`src/rtl/tortoise_pkg.sv`:
```
// Shared frontend types: fetch queue sizing and the record carried from fetch to decode.
package tortoise_pkg;

  localparam int unsigned IFQ_DEPTH       = 8;
  localparam int unsigned INSTR_PER_FETCH = 2;
  localparam int unsigned VLEN            = 32;

  typedef struct packed {
    logic            valid;
    logic [4:0]      cause;
    logic [VLEN-1:0] tval;
  } exception_t;

  typedef struct packed {
    logic            taken;
    logic [VLEN-1:0] target;
  } branch_predict_t;

  typedef struct packed {
    logic            valid;
    logic [VLEN-1:0] addr;
    logic [31:0]     instr;
    exception_t      ex;
    branch_predict_t predict;
  } fetch_entry_t;

endpackage

```
`src/rtl/fetch_queue.sv`:
```
// Instruction fetch queue: compacts up to LANES sparse pushes per cycle into a circular
// buffer and hands entries to decode one per cycle, in program order.
module fetch_queue
  import tortoise_pkg::*;
#(
  parameter int unsigned DEPTH = IFQ_DEPTH,
  parameter int unsigned LANES = INSTR_PER_FETCH
) (
  input  logic                          clk_i,
  input  logic                          rst_ni,
  input  logic                          flush_i,
  input  logic         [LANES-1:0]      fetch_valid_i,
  input  fetch_entry_t [LANES-1:0]      fetch_entry_i,
  output logic                          fetch_ready_o,
  output logic                          decode_valid_o,
  output fetch_entry_t                  decode_entry_o,
  input  logic                          decode_ack_i,
  output logic [$clog2(DEPTH+1)-1:0]    count_o
);

  localparam int unsigned PW = $clog2(DEPTH);
  localparam int unsigned CW = $clog2(DEPTH+1);
  localparam int unsigned LW = $clog2(LANES+1);
  localparam logic [CW-1:0] DEPTH_C = CW'(DEPTH);
  localparam logic [CW-1:0] LANES_C = CW'(LANES);

  fetch_entry_t  mem [DEPTH];
  logic [PW-1:0] rd_ptr;
  logic [PW-1:0] wr_ptr;
  logic [CW-1:0] count;
  logic [CW-1:0] count_next;

  logic [LW-1:0] lane_off [LANES];
  logic [LW-1:0] push_cnt;
  logic [LW-1:0] pushed;
  logic          push_en;
  logic          pop_en;
  fetch_entry_t  stamped [LANES];
  fetch_entry_t  head;

  // Handshake: the frontend push is taken only when fetch_ready_o=1 (a whole LANES-wide
  // slot group is free, judged from the registered count); decode pops when
  // decode_valid_o=1 and decode_ack_i=1. flush_i overrides both in the same cycle.
  assign fetch_ready_o = (DEPTH_C - count) >= LANES_C;
  assign push_en       = fetch_ready_o & ~flush_i;
  assign pop_en        = (count != '0) & decode_ack_i & ~flush_i;

  // Running popcount gives each valid lane its slot offset past wr_ptr.
  always_comb begin
    push_cnt = '0;
    for (int i = 0; i < LANES; i++) begin
      lane_off[i] = push_cnt;
      push_cnt    = push_cnt + LW'(fetch_valid_i[i]);
    end
  end

  always_comb begin
    for (int i = 0; i < LANES; i++) begin
      stamped[i]       = fetch_entry_i[i];
      stamped[i].valid = 1'b1;
    end
  end

  assign pushed     = push_en ? push_cnt : '0;
  assign count_next = count + CW'(pushed) - CW'(pop_en);

  always_ff @(posedge clk_i or negedge rst_ni) begin
    if (!rst_ni) begin
      rd_ptr <= '0;
      wr_ptr <= '0;
      count  <= '0;
    end else if (flush_i) begin
      rd_ptr <= '0;
      wr_ptr <= '0;
      count  <= '0;
    end else begin
      wr_ptr <= wr_ptr + PW'(pushed);
      rd_ptr <= rd_ptr + PW'(pop_en);
      count  <= count_next;
    end
  end

  // Storage carries no reset; stale slots are never visible because the head is gated by count.
  always_ff @(posedge clk_i) begin
    for (int i = 0; i < LANES; i++) begin
      if (push_en && fetch_valid_i[i]) begin
        mem[wr_ptr + PW'(lane_off[i])] <= stamped[i];
      end
    end
  end

  always_comb begin
    head = mem[rd_ptr];
    if (count == '0) begin
      head = '0;
    end
    head.valid = (count != '0);
  end

  assign decode_entry_o = head;
  assign decode_valid_o = (count != '0);
  assign count_o        = count;

endmodule
```
`config.mk`:
```
export PLATFORM = sky130hd
export DESIGN_NAME = fetch_queue
export DESIGN_NICKNAME = d
export VERILOG_FILES = /design/src/rtl/tortoise_pkg.sv /design/src/rtl/fetch_queue.sv
export SDC_FILE = /design/constraint.sdc
export NUM_CORES = 1
export LEC_CHECK = 0
export BUFFER_PORTS_ARGS = -buffer_cell sky130_fd_sc_hd__buf_2
export CAP_MARGIN = 20
export CORE_MARGIN = 1.5
export CORE_UTILIZATION = 45
export CTS_BUF_LIST = sky130_fd_sc_hd__clkbuf_16
export DETAILED_ROUTE_END_ITERATION = 6
export GPL_TIMING_DRIVEN = 0
export SYNTH_ARGS = -nofsm -noshare
export SYNTH_HDL_FRONTEND = slang
export SYNTH_SLANG_ARGS = --single-unit
```
`constraint.sdc`:
```
create_clock -name clk_i -period 18 [get_ports clk_i]
set_input_delay 3.6 -clock clk_i [delete_from_list [all_inputs] [get_ports clk_i]]
set_output_delay 3.6 -clock clk_i [all_outputs]
set_load 0.02 [all_outputs]
```
==> results of run 1 <==
-- placed cells by master, fill, tap and decap left out, types with 3 or more instances in the layout --
cell,synthesis,layout
nor2b_1,6,6
buf_1,22,22
buf_12,0,41
buf_6,42,44
ha_1,14,14
nor3_1,4,4
mux2_4,156,156
inv_6,0,4
nand2_1,4,4
o21ai_4,0,4
mux4_2,270,270
edfxtp_1,1080,1080
nor2_1,144,144
buf_4,41,41
mux2_1,156,156
buf_8,0,7
buf_2,59,475
nand3_2,4,4
bufinv_16,0,6
o21bai_4,0,4
mux2_2,768,768
clkbuf_16,0,118
nand3_1,4,4
diode_2,0,31
xnor2_1,4,4
buf_16,0,22
mux2i_1,135,135
clkinv_2,1,28
inv_1,12,33
nor3b_1,3,3
clkbuf_1,49,48
clkinv_1,0,35
dfrtp_1,10,10
-- flip-flops by register name, indices dropped and copies added (netlist names) --
register / count
mem: 1080
count_o: 4
rd_ptr: 3
wr_ptr: 3
-- power groups by stage --
stage | clock [mW] | combinational [mW] | sequential (mW)
2_1_floorplan | 0 | 1.33 | 3.29
3_3_place_gp | 0 | 2.06 | 3.42
3_5_place_dp | 0 | 2.20 | 3.20
4_1_cts | 2.30 | 2.21 | 3.15
5_1_grt | 2.39 | 2.33 | 3.17
6_report | 2.26 | 2.19 | 3.15
-- cells in the mapped netlist, drive strengths merged --
master     n
edfxtp  1080
mux2    1080
mux4     270
buf      164
nor2     144
mux2i    135
clkbuf    49
ha        14
inv       12
dfrtp     10
nand3      8
nor2b      6
o21ai      5
nand2      4
nor3       4
o21bai     4
xnor2      4
nor3b      3
and2       2
fa         2
nand3b     2
xor2       2
a21o       1
a21oi      1
and3b      1
clkinv     1
o2111a     1
or3        1
or3b       1
or4        1
-- worst register-to-register path: stages, from the launching register on --
cell      delay (ns)
dfrtp_1         0.42
inv_1           0.10
ha_1            0.23
nor3b_1         0.19
o2111a_2        0.37
clkinv_2        0.17
nand3_2         0.08
buf_2           0.45
buf_6           0.30
buf_6           0.26
o21ai_4         0.29
buf_12          0.29
buf_16          0.18
buf_12          0.19
-- kinds of logic (layout without fill, tap and decap cells) --
kind of cell / Yosys count / in the layout / share of synthesized area
AO/OA/AOI/OAI: 12 / 12 / 0.00145
other: 0 / 31 / 0
AND/OR/NAND/NOR: 177 / 177 / 0.0136
adder cells (fa/ha/maj): 16 / 16 / 0.00389
flip-flops: 1090 / 1090 / 0.590
buffers and inverters: 226 / 928 / 0.0252
multiplexers: 1485 / 1485 / 0.365
XOR/XNOR: 6 / 6 / 0.000949
-- layer usage --
layer	global-route usage	share of wire	vias up
met5	0	0.0025	-
met4	0.0961	0.031	64
met3	0.0662	0.076	346
met2	0.423	0.50	1041
met1	0.316	0.39	16400
li1	-	-	13500
-- worst max-delay path by stage --
stage | endpoint | slack, ns | cells past startpoint
after floorplan | mem[0][0] | 3.58 | 3
after global placement | mem[1][67] | -8.78 | 3
after detailed placement | decode_entry_o[72] | 10.65 | 7
after CTS | decode_entry_o[72] | 9.87 | 7
after global routing | decode_entry_o[84] | 9.93 | 8
final | decode_entry_o[92] | 10.16 | 8
-- area by class of cell --
type | instances | area [µm²]
fill | 9745 | 57100
sequential | 1090 | 32700
multi-input combinational | 1696 | 21400
timing repair buffer | 488 | 3640
clock buffer | 118 | 2950
tap | 1625 | 2030
buffer | 213 | 1340
clock inverter | 96 | 592
antenna | 31 | 77.6
inverter | 13 | 50.0
-- stage by stage --
stage	setup WS, ns	total power, mW	instance area (µm²)
floorplan	3.58	4.61	55400
global placement	-8.78	5.48	59500
detailed placement	10.65	5.41	61100
CTS	9.87	7.67	64600
global route	9.93	7.89	64700
finish	10.16	7.60	64700
==> run_results.csv, run 1 <==
group,metric,value,unit
hold_path,hold_start,"rd_ptr[0]",
clock_network,postCtsSetupRepairBufs,0,
pwr,power_switching,2.34,mW
pwr,power.internal,5.26,mW
floorplan,core_area,122000,µm²
clock_network,cts.sinks,1090,
setup_path,cp_cell_sequence,"clkbuf_1, clkbuf_1, buf_8, buf_1, mux4_2, mux2i_1, nor2_1, buf_2",
global_route,antenna_found_initial,77,
floorplan,die_y,354,µm
pwr,seq_power_share,0.414,
timing,whs,0.631,ns
final_layout,drive_gt1_frac,0.538,
floorplan,die_x,354,µm
synthesis,syn_area,55400,µm²
synthesis,synth_area_leaders,"edfxtp_1 59%, mux2_2 16%, mux4_2 11%",
setup_path,arrival,4.24,ns
routing,drtAntennaViolNets,0,
pwr,combPwrFrac,0.288,
timing,layout_min_cycle_time,7.84,ns
clock_network,cts_buffer_depth,3,
routing,remaining_drc_errors,0,
timing,finalMaxSlewViolations,0,
timing,tightest_slew,1.07,ns
pwr,clockPowerShare,0.297,
routing,wirelength,160000,µm
routing,vias_per_cell,5.83,
setup_path,reg2reg_from,"count_o[0]",
setup_path,worstPathRequired,14.40,ns
floorplan,die-area,125000,µm²
clock_network,cts_max_level,3,
setup_path,reg2reg_depth,13,
clock_network,clk_pin_slew,0.06,ns
synthesis,yosys.area.top_type_share,0.586,
clock_network,clk_latency,0.72,ns
synthesis,syn_inst,3012,
run,drv_cap,0,
setup_path,path_buf_inv,5,
routing,drtIter0Drc,2699,
setup_path,ff2ff_setup_slack,14.20,ns
place,port_buffers,416,
global_route,grt_overflow,0,
routing,avgRoutedWirePerCell,29.8,µm
timing,finalSetupViolCount,0,
timing,max-slew-margin-rel,0.286,
global_route,grt_first_pass_wirelength,229000,µm
setup_path,cp_slowest_cell,"buf_1",
setup_path,cpMostUsedCell,"clkbuf_1",
floorplan,core.rowCount,128,
global_route,grt_max_degree,22,
clock_network,cts.repair.resized,0,
clock_network,cts_tree,"done",
floorplan,ios,420,
place,routabilityCongestion,0.789,
pwr,power.density,117,nW/µm²
clock_network,cts_made_buffers,117,
timing,rsz0062_at_grt,"no",
clock_network,cts_root_buffer,"clkbuf_16",
timing,hold_viol,0,
pwr,leakage,22.2,nW
global_route,grt_use_total,0.253,
clock_network,cts_hold_buffers,0,
synthesis,yosysWarnings,0,
pwr,ir_drop,0.0000952,V
timing,tns,0,ns
timing,skew,0.0345,ns
final_layout,nets,3913,
outcome,status,"complete, no violations",
synthesis,synth.ff_latch_count,1090,
routing,firstDrtPassIters,5,
setup_path,max_stage_delay,0.64,ns
timing,finalCritPeriodShare,0.436,
final_layout,utilization,0.531,
setup_path,endpoint_kind,"output port",
synthesis,yosysSeqAreaShare,0.590,
timing,fmax,0.127,GHz
synthesis,synth_nets,3306,
pwr,switching_share,0.308,
setup_path,r2r_end,"mem[1][61]",
setup_path,crit_family,"buffers and inverters",
setup_path,crit_path_start_kind,"register",
hold_path,hold_end,"rd_ptr[0]",
final_layout,area_growth,16.9,%
setup_path,path_class,"register to output port",
synthesis,synth.distinct_cells,36,
place,dp_cells,5122,
routing,vias,31300,
hold_path,min_path_cells,2,
global_route,grt_pass1_vias,33300,
floorplan,initial_core_util,0.454,
hold_path,min_path_type,"register to register",
place,hpwl,107000,µm
setup_path,cp-startpoint,"rd_ptr[1]",
synthesis,avgSynthCellArea,18.4,µm²
final_layout,fin_cells,5370,
synthesis,synth.largest_area_cell,"edfxtp_1",
setup_path,cp_max_fo,10,
(Power assumes the default switching activity.)
==> run 2, diff against run 1 <==
==> constraint.sdc (replaced) <==
create_clock -name clk_i -period 8.1 [get_ports clk_i]
set_input_delay 1.62 -clock clk_i [delete_from_list [all_inputs] [get_ports clk_i]]
set_output_delay 1.62 -clock clk_i [all_outputs]
set_load 0.02 [all_outputs]
==> run_results.csv, run 2 (same netlist as run 1, synthesis figures left out) <==
group,metric,value,unit
timing,layout_min_cycle_time,6.11,ns
timing,tightest_slew,1.21,ns
timing,finalMaxSlewViolations,0,
pwr,finalPower,17.2,mW
floorplan,die_y,354,µm
final_layout,area_growth,17.4,%
floorplan,initial_core_util,0.454,
final_layout,final_cell_mix,"1,080 x edfxtp_1, 768 x mux2_2, 475 x buf_2",
floorplan,core_area,122000,µm²
setup_path,endpoint_kind,"output port",
timing,skew,0.0213,ns
setup_path,path_class,"register to output port",
setup_path,crit_path_start_kind,"register",
routing,drtIter0Drc,2678,
clock_network,cts_buffer_depth,3,
global_route,antenna_found_initial,80,
clock_network,cts.sinks,1090,
routing,drtAntennaViolNets,0,
pwr,ir_drop,0.000183,V
timing,fmax,0.164,GHz
clock_network,cts_made_buffers,121,
routing,vias,31400,
timing,rsz0062_at_grt,"no",
setup_path,worstPathRequired,6.48,ns
final_layout,fillers,9838,
clock_network,clk_pin_slew,0.06,ns
floorplan,ios,420,
routing,firstDrtPassIters,5,
timing,finalSetupViolCount,0,
final_layout,nets,3913,
global_route,grt_pass1_vias,33200,
global_route,grt_first_pass_wirelength,228000,µm
timing,finalWorstSetupSlack,1.99,ns
floorplan,core.rowCount,128,
place,routabilityCongestion,0.783,
outcome,status,"complete, no violations",
place,dp_cells,5119,
place,post-place-ws,2.73,ns
floorplan,die-area,125000,µm²
timing,whs,0.630,ns
clock_network,cts_tree,"done",
final_layout,utilization,0.533,
timing,hold_viol,0,
global_route,grt_use_total,0.251,
routing,wirelength,158000,µm
setup_path,arrival,4.49,ns
place,port_buffers,416,
timing,max-slew-margin-rel,0.193,
pwr,power.density,265,nW/µm²
floorplan,die_x,354,µm
final_layout,fin_cells,5381,
clock_network,clk_latency,0.71,ns
clock_network,postCtsSetupRepairBufs,0,
final_layout,drive_gt1_frac,0.537,
clock_network,cts_hold_buffers,0,
place,hpwl,106000,µm
run,drv_cap,0,
timing,finalCritPeriodShare,0.755,
clock_network,cts_max_level,3,
setup_path,cp_max_fo,10,
routing,vias_per_cell,5.83,
routing,remaining_drc_errors,0,
clock_network,cts.repair.resized,0,
final_layout,largest_reg_flops,1080,
hold_path,min_path_type,"register to register",
global_route,grt_overflow,0,
global_route,grt_max_degree,23,
pwr,leakage,22.3,nW
routing,avgRoutedWirePerCell,29.4,µm
final_layout,final_common_cell,"edfxtp_1",
clock_network,cts_root_buffer,"clkbuf_16",
-- run 2: cell count changes in the layout (fill, tap and decap cells not counted) --
| cell | previous run | this run |
|---|---|---|
| clkinvlp_4 | 2 | 4 |
| clkinv_8 | 1 | 0 |
| inv_6 | 4 | 2 |
| buf_6 | 44 | 42 |
| bufinv_16 | 6 | 12 |
| diode_2 | 31 | 32 |
| buf_8 | 7 | 8 |
| clkinv_2 | 28 | 20 |
| clkinv_1 | 35 | 36 |
| clkbuf_16 | 118 | 125 |
| buf_16 | 22 | 19 |
| inv_1 | 33 | 42 |
-- run 2: where the power goes --
part           internal [mW]  switching, mW  total [mW]  leakage (nW)
Clock                   3.14           2.26        5.40          2.01
Combinational           1.98           2.85        4.84          10.4
Sequential              6.88          0.120        7.00          9.92
-- run 2: final timing paths --
kind / depth (start not counted) / slack, ns / to / start
min reg2reg: 2 / 0.63 / rd_ptr[0] / rd_ptr[0]
max in group asynchronous: 1 / 7.09 / wr_ptr[2] / rst_ni
max: 8 / 1.99 / decode_entry_o[3] / rd_ptr[1]
max reg2reg: 10 / 4.30 / mem[2][56] / wr_ptr[0]
min: 2 / 0.63 / rd_ptr[0] / rd_ptr[0]
min in group asynchronous: 1 / 0.78 / count_o[3] / rst_ni
-- run 2: layout make-up --
cell class / instances / area [µm²] / area share
Antenna cell: 32 / 80.1 / 0.00123
Buffer: 213 / 1340 / 0.0207
Clock buffer: 125 / 3130 / 0.0481
Clock inverter: 103 / 751 / 0.0116
Inverter: 13 / 50.0 / 0.000770
Multi-Input combinational cell: 1696 / 21400 / 0.329
Sequential cell: 1090 / 32700 / 0.503
Tap cell: 1625 / 2030 / 0.0313
Timing Repair Buffer: 484 / 3550 / 0.0546
-- run 2: per-layer routing --
metal	share of wire	track usage	up-vias	wire, µm
li1	-	-	13500	-
met1	0.40	0.327	16500	63900
met2	0.49	0.418	1001	78200
met3	0.067	0.0527	339	10700
met4	0.033	0.0870	38	5250
met5	0.0015	0	-	243
-- run 2: stage by stage --
stage / setup TNS, ns / instance area [µm²]
final: 0 / 65000
after global routing: 0 / 65000
after CTS: 0 / 64900
after detailed placement: 0 / 61000
after global placement: -7775.00 / 59500
after floorplan: -675.43 / 55400
-- run 2: critical path, cell delays in order (launching register included) --
cell and delay, ns:
dfrtp_1 0.35, clkbuf_1 0.64, clkbuf_1 0.69, buf_8 0.23, clkbuf_1 0.70, mux4_2 0.37
mux2i_1 0.07, nor2_1 0.44, buf_2 0.26
==> run 3, diff against run 2 <==
--- a/config.mk
+++ b/config.mk
@@ -5,6 +5,7 @@
 export SDC_FILE = /design/constraint.sdc
 export NUM_CORES = 1
 export LEC_CHECK = 0
+export ABC_AREA = 1
 export BUFFER_PORTS_ARGS = -buffer_cell sky130_fd_sc_hd__buf_2
 export CAP_MARGIN = 20
 export CORE_MARGIN = 1.5
==> constraint.sdc (replaced) <==
create_clock -name clk_i -period 5.65 [get_ports clk_i]
set_input_delay 1.13 -clock clk_i [delete_from_list [all_inputs] [get_ports clk_i]]
set_output_delay 1.13 -clock clk_i [all_outputs]
set_load 0.02 [all_outputs]
==> run_results.csv, run 3 <==
group,metric,value,unit
synthesis,synth.ff_latch_count,1090,
floorplan,initial_core_util,0.456,
timing,max-slew-margin-rel,0.290,
pwr,ir_drop,0.000265,V
synthesis,yosysWarnings,0,
clock_network,cts_made_buffers,121,
synthesis,avgSynthCellArea,8.10,µm²
routing,remaining_drc_errors,0,
final_layout,nets,7667,
place,hpwl,139000,µm
place,routabilityCongestion,0.914,
clock_network,cts_max_level,3,
floorplan,die-area,130000,µm²
synthesis,syn_area,57400,µm²
setup_path,ff2ff_setup_slack,1.23,ns
setup_path,path_class,"register to output port",
timing,tns,0,ns
synthesis,synth_nets,7384,
place,dp_cells,8900,
timing,layout_min_cycle_time,5.58,ns
clock_network,cts.repair.resized,6,
routing,vias_per_cell,5.39,
synthesis,synth.largest_area_cell,"edfxtp_1",
synthesis,synth-edff-count,1080,
timing,whs,0.242,ns
setup_path,endpoint_kind,"output port",
final_layout,final_common_cell,"nand2_1",
floorplan,die_y,360,µm
timing,skew,0.0290,ns
global_route,grt_max_degree,93,
synthesis,synth_commonest_cells,"3,403 x nand2_1, 1,080 x edfxtp_1, 968 x nor2_1",
routing,vias,49400,
setup_path,crit_path_start_kind,"register",
final_layout,fin_cells,9158,
clock_network,clk_pin_slew,0.06,ns
setup_path,arrival,4.45,ns
timing,tightest_slew,1.07,ns
synthesis,syn_inst,7090,
hold_path,min_path_type,"input pin to async pin",
setup_path,cp_max_fo,10,
timing,rsz0062_at_grt,"no",
global_route,grt_first_pass_wirelength,293000,µm
floorplan,die_x,360,µm
global_route,grt_pass1_vias,46500,
routing,firstDrtPassIters,7,
synthesis,yosysMostFrequentCell,"nand2_1",
synthesis,synth_area_leaders,"edfxtp_1 56%, nand2_1 22%, nor2_1 6.3%",
floorplan,ios,420,
timing,finalCritPeriodShare,0.987,
clock_network,cts_buffer_depth,3,
clock_network,cts.sinks,1090,
pwr,power.density,402,nW/µm²
floorplan,core.rowCount,130,
synthesis,yosys.area.top_type_share,0.565,
synthesis,ys.flop_type,"edfxtp_1",
global_route,grt_use_total,0.301,
routing,avgRoutedWirePerCell,21.7,µm
clock_network,cts_hold_buffers,0,
synthesis,synth.distinct_cells,26,
timing,finalWorstSetupSlack,0.0710,ns
setup_path,worstPathRequired,4.52,ns
timing,finalSetupViolCount,0,
global_route,grt_overflow,0,
synthesis,yosysSeqAreaShare,0.569,
clock_network,cts_root_buffer,"clkbuf_16",
timing,hold_viol,0,
clock_network,clk_latency,0.76,ns
final_layout,final_cell_mix,"3,395 x nand2_1, 1,080 x edfxtp_1, 968 x nor2_1",
clock_network,postCtsSetupRepairBufs,0,
place,port_buffers,146,
final_layout,area_growth,12.6,%
floorplan,core_area,126000,µm²
final_layout,largest_reg_flops,1080,
run,drv_cap,0,
place,post-place-ws,0.351,ns
final_layout,drive_gt1_frac,0.0906,
synthesis,async_flop_share,0.00917,
routing,drtIter0Drc,5418,
global_route,antenna_found_initial,50,
timing,finalMaxSlewViolations,0,
final_layout,fillers,11800,
clock_network,cts_tree,"done",
pwr,leakage,27.5,nW
outcome,status,"complete, no violations",
routing,wirelength,199000,µm
routing,drtAntennaViolNets,0,
pwr,finalPower,26.0,mW
timing,fmax,0.179,GHz
-- run 3: worst paths after layout --
check                            from                  end  depth (start not counted)
max reg2reg                count_o[0]           mem[1][64]                         12
max                         rd_ptr[0]  decode_entry_o[131]                         10
max in group asynchronous      rst_ni           count_o[3]                          1
min reg2reg                 rd_ptr[1]            rd_ptr[1]                          3
min                            rst_ni            wr_ptr[0]                          1
min in group clk_i          rd_ptr[1]            rd_ptr[1]                          3
-- run 3: metrics by stage --
step / instance area (µm²) / util
after floorplan: 57500 / -
after global placement: 60300 / 0.478
after detailed placement: 60700 / 0.482
after CTS: 64500 / 0.512
after global routing: 64600 / 0.513
final: 64700 / 0.513
-- run 3: critical path, stage by stage, from the launching register on --
cell and delay, ns:
dfrtp_1 0.39, buf_4 0.26, inv_2 0.39, buf_2 0.42, buf_4 0.49, clkbuf_1 0.65
o21ai_0 0.23, o211ai_1 0.12, nand2_1 0.07, nor2_1 0.40, buf_2 0.25
-- run 3: cells by family (layout without fill, tap and decap cells) --
family,after synthesis,count (layout),share of synthesized area
AOI/OAI and AO/OA,816,816,0.0800
and+or+nand+nor,4401,4401,0.289
DFF,1090,1090,0.569
buffers and inverters,765,1150,0.0579
other,0,33,0
xor gates and xnor gates,2,2,0.000305
adders and majority gates,16,16,0.00375
-- run 3: power by group --
group	internal, mW	total (mW)	leakage, nW	switching [mW]
clock network	4.37	7.73	1.97	3.37
logic	2.09	8.17	15.6	6.08
registers	9.94	10.1	9.92	0.176
-- run 3: area by class of cell --
type	instances	area, µm²	area share
timing repair buffer	162	1120	0.0174
clock buffer	125	3130	0.0484
tap	1650	2060	0.0319
multi-input combinational	5235	21600	0.334
buffer	729	3220	0.0498
clock inverter	100	673	0.0104
antenna	33	82.6	0.00128
inverter	34	128	0.00197
sequential	1090	32700	0.505
-- run 3: routing by layer --
layer | track usage | wire length, µm | vias up
li1 | - | - | 23500
met1 | 0.391 | 78700 | 23100
met2 | 0.478 | 91200 | 2283
met3 | 0.0742 | 20800 | 425
met4 | 0.129 | 8210 | 32
met5 | 0 | 207 | -
